--- src/rtl/turbosound_mix_pkg.sv ---
// Shared constants for the TurboSound stereo mixer: stereo modes,
// per-mode channel weights, FSM encodings and accumulator width.
package turbosound_mix_pkg;

  localparam int ACC_W = 11;

  localparam logic [1:0] MODE_MONO = 2'd0;
  localparam logic [1:0] MODE_ABC  = 2'd1;
  localparam logic [1:0] MODE_ACB  = 2'd2;

  localparam logic [1:0] ST_IDLE = 2'd0;
  localparam logic [1:0] ST_ACC  = 2'd1;
  localparam logic [1:0] ST_DONE = 2'd2;

  typedef struct packed {
    logic [1:0] wl;
    logic [1:0] wr;
  } weight_t;

  // idx is the channel within one AY: 0 = A, 1 = B, 2 = C
  function automatic weight_t chan_weight(
    input logic [1:0] mode,
    input logic [1:0] idx
  );
    weight_t w;
    w = '{wl: 2'd1, wr: 2'd1};
    if (mode == MODE_ABC) begin
      case (idx)
        2'd0:    w = '{wl: 2'd2, wr: 2'd0};
        2'd2:    w = '{wl: 2'd0, wr: 2'd2};
        default: w = '{wl: 2'd1, wr: 2'd1};
      endcase
    end else if (mode == MODE_ACB) begin
      case (idx)
        2'd0:    w = '{wl: 2'd2, wr: 2'd0};
        2'd1:    w = '{wl: 2'd0, wr: 2'd2};
        default: w = '{wl: 2'd1, wr: 2'd1};
      endcase
    end
    return w;
  endfunction

  function automatic logic [ACC_W-1:0] scale(
    input logic [1:0] w,
    input logic [7:0] x
  );
    logic [ACC_W-1:0] r;
    case (w)
      2'd2:    r = ACC_W'({x, 1'b0});
      2'd1:    r = ACC_W'(x);
      default: r = '0;
    endcase
    return r;
  endfunction

endpackage

--- src/rtl/mix_sdm.sv ---
// Single-channel first-order sigma-delta modulator; the output bit is
// the carry of an OUT_W+1 bit error accumulator.
module mix_sdm #(
  parameter int W = 12
) (
  input  logic         clk,
  input  logic         rst,
  input  logic [W-1:0] x,
  output logic         y
);

  logic [W:0] err_q;
  logic [W:0] err_d;

  always_comb begin
    err_d = {1'b0, err_q[W-1:0]} + {1'b0, x};
  end

  always_ff @(posedge clk) begin
    if (rst) err_q <= '0;
    else     err_q <= err_d;
  end

  assign y = err_q[W];

endmodule

--- src/rtl/turbosound_mixer.sv ---
// Time-multiplexed TurboSound stereo mixer, one AY channel per clock.
// Define TURBOSOUND_MIX_SDM_EN to add 1-bit sigma-delta outputs.
module turbosound_mixer
  import turbosound_mix_pkg::*;
#(
  parameter int OUT_W   = 12,
  parameter int EAR_LVL = 192,
  parameter int MIC_LVL = 32
) (
  input  logic             clk,
  input  logic             rst,
  input  logic             sample_start,
  input  logic [1:0]       stereo_mode,
  input  logic             disable_turboay,
  input  logic [23:0]      ay1_abc,
  input  logic [23:0]      ay2_abc,
  input  logic             ear,
  input  logic             mic,
  output logic [OUT_W-1:0] left,
  output logic [OUT_W-1:0] right,
  output logic             sample_valid,
  output logic             overrun,
  output logic             sdm_l,
  output logic             sdm_r
);

  logic [1:0]       state_q, state_d;
  logic [2:0]       ch_q, ch_d;
  logic [ACC_W-1:0] acc_l_q, acc_l_d;
  logic [ACC_W-1:0] acc_r_q, acc_r_d;
  logic [5:0][7:0]  snap_q, snap_d;
  logic [1:0]       mode_q, mode_d;
  logic [OUT_W-1:0] left_q, left_d;
  logic [OUT_W-1:0] right_q, right_d;
  logic             valid_q, valid_d;
  logic             overrun_q, overrun_d;

  logic [2:0]       ch_m3;
  logic [1:0]       idx;
  logic [7:0]       cur;
  weight_t          w;
  logic [ACC_W-1:0] sum_l, sum_r;
  logic [ACC_W-1:0] preload;

  // ch 0..2 walk AY1 A,B,C; ch 3..5 walk AY2 A,B,C
  always_comb begin
    ch_m3 = ch_q - 3'd3;
    idx   = (ch_q >= 3'd3) ? ch_m3[1:0] : ch_q[1:0];
    cur   = snap_q[ch_q];
    w     = chan_weight(mode_q, idx);
    sum_l = acc_l_q + scale(w.wl, cur);
    sum_r = acc_r_q + scale(w.wr, cur);
    preload = (ear ? ACC_W'(EAR_LVL) : '0)
            + (mic ? ACC_W'(MIC_LVL) : '0);
  end

  always_comb begin
    state_d   = state_q;
    ch_d      = ch_q;
    acc_l_d   = acc_l_q;
    acc_r_d   = acc_r_q;
    snap_d    = snap_q;
    mode_d    = mode_q;
    left_d    = left_q;
    right_d   = right_q;
    valid_d   = 1'b0;
    overrun_d = overrun_q;
    unique case (state_q)
      ST_IDLE: begin
        if (sample_start) begin
          snap_d[0] = ay1_abc[23:16];
          snap_d[1] = ay1_abc[15:8];
          snap_d[2] = ay1_abc[7:0];
          snap_d[3] = disable_turboay ? 8'd0 : ay2_abc[23:16];
          snap_d[4] = disable_turboay ? 8'd0 : ay2_abc[15:8];
          snap_d[5] = disable_turboay ? 8'd0 : ay2_abc[7:0];
          mode_d    = stereo_mode;
          acc_l_d   = preload;
          acc_r_d   = preload;
          ch_d      = 3'd0;
          state_d   = ST_ACC;
        end
      end
      ST_ACC: begin
        overrun_d = overrun_q | sample_start;
        acc_l_d   = sum_l;
        acc_r_d   = sum_r;
        // Last channel loads the outputs so valid lands in the DONE cycle
        if (ch_q == 3'd5) begin
          left_d  = OUT_W'(sum_l);
          right_d = OUT_W'(sum_r);
          valid_d = 1'b1;
          state_d = ST_DONE;
        end else begin
          ch_d = ch_q + 3'd1;
        end
      end
      ST_DONE: begin
        overrun_d = overrun_q | sample_start;
        state_d   = ST_IDLE;
      end
      default: state_d = ST_IDLE;
    endcase
  end

  always_ff @(posedge clk) begin
    if (rst) begin
      state_q   <= ST_IDLE;
      ch_q      <= '0;
      acc_l_q   <= '0;
      acc_r_q   <= '0;
      snap_q    <= '0;
      mode_q    <= MODE_MONO;
      left_q    <= '0;
      right_q   <= '0;
      valid_q   <= 1'b0;
      overrun_q <= 1'b0;
    end else begin
      state_q   <= state_d;
      ch_q      <= ch_d;
      acc_l_q   <= acc_l_d;
      acc_r_q   <= acc_r_d;
      snap_q    <= snap_d;
      mode_q    <= mode_d;
      left_q    <= left_d;
      right_q   <= right_d;
      valid_q   <= valid_d;
      overrun_q <= overrun_d;
    end
  end

  assign left         = left_q;
  assign right        = right_q;
  assign sample_valid = valid_q;
  assign overrun      = overrun_q;

`ifdef TURBOSOUND_MIX_SDM_EN
  mix_sdm #(.W(OUT_W)) u_sdm_l (
    .clk (clk),
    .rst (rst),
    .x   (left_q),
    .y   (sdm_l)
  );

  mix_sdm #(.W(OUT_W)) u_sdm_r (
    .clk (clk),
    .rst (rst),
    .x   (right_q),
    .y   (sdm_r)
  );
`else
  assign sdm_l = 1'b0;
  assign sdm_r = 1'b0;
`endif

endmodule
--- config.mk ---
export PLATFORM = sky130hd
export DESIGN_NAME = turbosound_mixer
export DESIGN_NICKNAME = d
export VERILOG_FILES = /design/src/rtl/turbosound_mix_pkg.sv /design/src/rtl/mix_sdm.sv /design/src/rtl/turbosound_mixer.sv
export SDC_FILE = /design/constraint.sdc
export NUM_CORES = 1
export LEC_CHECK = 0
export BUFFER_PORTS_ARGS = -buffer_cell sky130_fd_sc_hd__buf_2
export CAP_MARGIN = 20
export CORE_MARGIN = 2
export CORE_UTILIZATION = 45
export DETAILED_ROUTE_END_ITERATION = 7
export PLACE_DENSITY_LB_ADDON = 0.05
export SYNTH_ARGS = -nofsm -noshare
export SYNTH_HDL_FRONTEND = slang
export SYNTH_SLANG_ARGS = --single-unit
--- constraint.sdc ---
create_clock -name clk -period 4.4 [get_ports clk]
set_input_delay 0.88 -clock clk [delete_from_list [all_inputs] [get_ports clk]]
set_output_delay 0.88 -clock clk [all_outputs]
set_load 0.01 [all_outputs]
==> impl_metrics.ini <==
[worst_setup_path]
critPathMaxFanout = 8
cpLargestDelayFamily = simple AND/OR/NAND/NOR gates
crit_type = flop to flop
crit_path_start_kind = flop
cp_cell_sequence = ha_1 > ha_1 > or3_1 > a21oi_1 > nor3b_1 > a21oi_1 > inv_1 > ha_1 > nand2b_1 > nor2_1 > ha_1 > inv_1 > fa_1 > nand2b_1 > a21oi_4 > a21oi_1 > or4_1 > nand3_1
cp.depth = 18
cp-end-kind = flop
cpPeakStageDelay_ns = 0.43
path_buf_inv = 2
crit_arrival_ns = 4.38
reg2regPathDepth = 18
crit_slowest_cell = or4_1
cp.required_ns = 4.69
critPathMostFrequentCell = ha_1

[finish]
n_fill_cell = 1139
drive_gt1_frac = 0.187
final_cells = 853
insertedDiodeCount = 0
syn2layout_area_growth_pct = 14.4
nets = 793

[sta]
finalCriticalPeriod_ns = 4.09
finalSetupTns_ns = 0
setup-violations-final = 0
worst_slew_pin_slew_ns = 1.03
fmax_ghz = 0.244
fin_crit_sh = 0.930
hold_viol = 0
grt_setup_unrepaired = true
maxSlewHeadroom = 0.312
fin_skew_ns = 0.00682
maxSlewViolCount = 0

[status]
violations = DRC
status = finished with violations

[cts]
cts_setup_buffers = 0
cts_tree = built
cts.clk_slew.worst_paths_ns = 0.07
cts-root-buf = clkbuf_16
cts_buffers = 9
htree_levels = 3
clk_latency_ns = 0.35
clock-sinks = 101
clockBufferDepth = 2
cts-hold-fix-buffers = 0

[synth]
synthSimpleGateAreaFrac = 0.224
ys_seq_elements = 101
synth.area.top_cells = dfxtp_1 38%, a21oi_1 9.3%, nand2_1 8.2%, ha_1 6.3%, nand3b_1 4.2%
synth_top_area_cell = dfxtp_1
synth_common_cells = 116 x nand2_1, 101 x dfxtp_1, 99 x a21oi_1
synth.most_common_cell = nand2_1
synth_fa_ha_area_frac = 0.0707
synth_top_family_by_area = simple AND/OR/NAND/NOR gates
synthMuxAreaShare = 0.0506
netlist_area_um2 = 5340
synth-xor-area-share = 0.0148
syn_avg_cell_area_um2 = 8.18
syn-instance-count = 653
ys_async_sr_fraction = 0
synth_edf_count = 0
synth_top_area_share = 0.379
synth.yosys.seq_area_share = 0.379
synthDistinctLibCells = 49
ys_warn_count = 0
synthFlopType = dfxtp_1
synth_compound_area_frac = 0.211

[pwr]
peakVddDrop_uv = 160
power_frac_comb = 0.154
p_clk_frac = 0.381
power_frac_seq = 0.465
p_switching_mw = 0.549
p_sw_frac = 0.264
pwr_density_cell_nw_per_um2 = 341
p_leak_nw = 2.41
power.internal_mw = 1.53
power_mw = 2.08

[placed_design]
dp_hpwl_mm = 9.39
place_congestion = 0.904
port_buffers = 79
numPlacedInstances = 838

[run]
maxCapViolCount = 0

[detailed_routing]
drcViolationCount = 3
avgRoutedWirePerCell_um = 15.9
routed_via_density = 5.66
drtIter0Drc = 282
first_pass_iters = 8
antenna_left = 0
wl_mm = 13.5
vias = 4825

[floorplan]
die_h_um = 113
initial_core_util = 0.464
dieArea_um2 = 12800
row_count = 39
io_pins = 84
coreArea_um2 = 11500
die_w_um = 113

[hold_path]
hold_path_class = flop to flop
min_path_cells = 2

[global_routing]
antenna_found_initial = 0
track_usage = 0.217
grt_overflow = 0
grt_pass1_vias = 4571
grt_max_degree = 99
grt_pass1_wl_mm = 22.2
## cell type report
class	count	area [um2]	area share
multi-input cells	494	3090	0.506
flip-flops and latches	101	2020	0.331
repair buffers	89	478	0.0782
clock buffers	11	253	0.0414
well taps	143	179	0.0293
inverters	13	48.8	0.00799
clock inverters	2	35.0	0.00574
## registers in the layout (all words and copies together) (netlist names)
name and cells:
acc_r_q 11, snap_q 48, ch_q 3, left 11, right 11, overrun 1
acc_l_q 11, sample_valid 1, state_q 2, mode_q 2
## what timing repair did
action / in CTS / in global routing
resized for setup: 0 / 6
setup endpoints to repair: 0 / 9
hold endpoints to repair: 0 / 0
## metrics by stage
| step | hold WS (ns) | setup WS, ns | instance area (um2) | utilization |
|---|---|---|---|---|
| 2_1_floorplan | 0.428 | 0.213 | 5350 | - |
| 3_3_place_gp | 0.438 | 0.410 | 5770 | 0.501 |
| 3_5_place_dp | 0.443 | 0.189 | 5770 | 0.501 |
| 4_1_cts | 0.452 | 0.179 | 6060 | 0.526 |
| 5_1_grt | 0.472 | -0.0334 | 6110 | 0.530 |
| 6_report | 0.451 | 0.308 | 6110 | 0.530 |
## power groups by stage
| stage | logic, mW | clock network, mW | registers, mW |
|---|---|---|---|
| floorplan | 0.232 | 0 | 0.985 |
| global placement | 0.309 | 0 | 0.988 |
| detailed placement | 0.316 | 0 | 0.990 |
| CTS | 0.318 | 0.814 | 0.969 |
| global route | 0.355 | 0.846 | 0.973 |
| finish | 0.321 | 0.792 | 0.969 |
## cell usage in the layout (no fill, tap or decap), types with 14 or more instances in the layout
master,n
nand3_1,24
nor2_1,33
o21ai_0,19
nand2_1,116
ha_1,27
o22ai_1,14
a21oi_1,98
nand3b_1,30
buf_2,79
dfxtp_1,101
## cells by family (layout without fill, tap and decap cells)
group | after synthesis | after routing
fa+ha+maj | 29 | 29
other cells | 1 | 4
flops | 101 | 101
xor+xnor | 9 | 9
buf+inv | 61 | 115
simple gates | 249 | 249
compound gates | 187 | 187
mux | 16 | 16
## worst reg2reg max path, delay by kind of cell (launching register included)
kind	cells	cell delay (ns)
AND/OR/NAND/NOR	7	1.58
adder cells (fa/ha/maj)	5	1.28
AO/OA/AOI/OAI	4	0.70
flip-flops	1	0.31
buffers and inverters	2	0.15
## final timing paths
kind	startpoint	end	slack [ns]
max	ch_q[0]	acc_l_q[8]	0.31
min	snap_q[46]	snap_q[46]	0.45
max reg2reg	ch_q[0]	acc_l_q[8]	0.31
min reg2reg	snap_q[46]	snap_q[46]	0.45
## metal layers
layer  global-route usage  vias to the layer above  routed length (um)
li1                     -                     2437                   -
met1                0.284                     2246                6140
met2                0.351                      116                6430
met3               0.0311                       26                 529
met4                0.111                        0                 424
met5                    0                        -                   0
(Power assumes the default switching activity.)
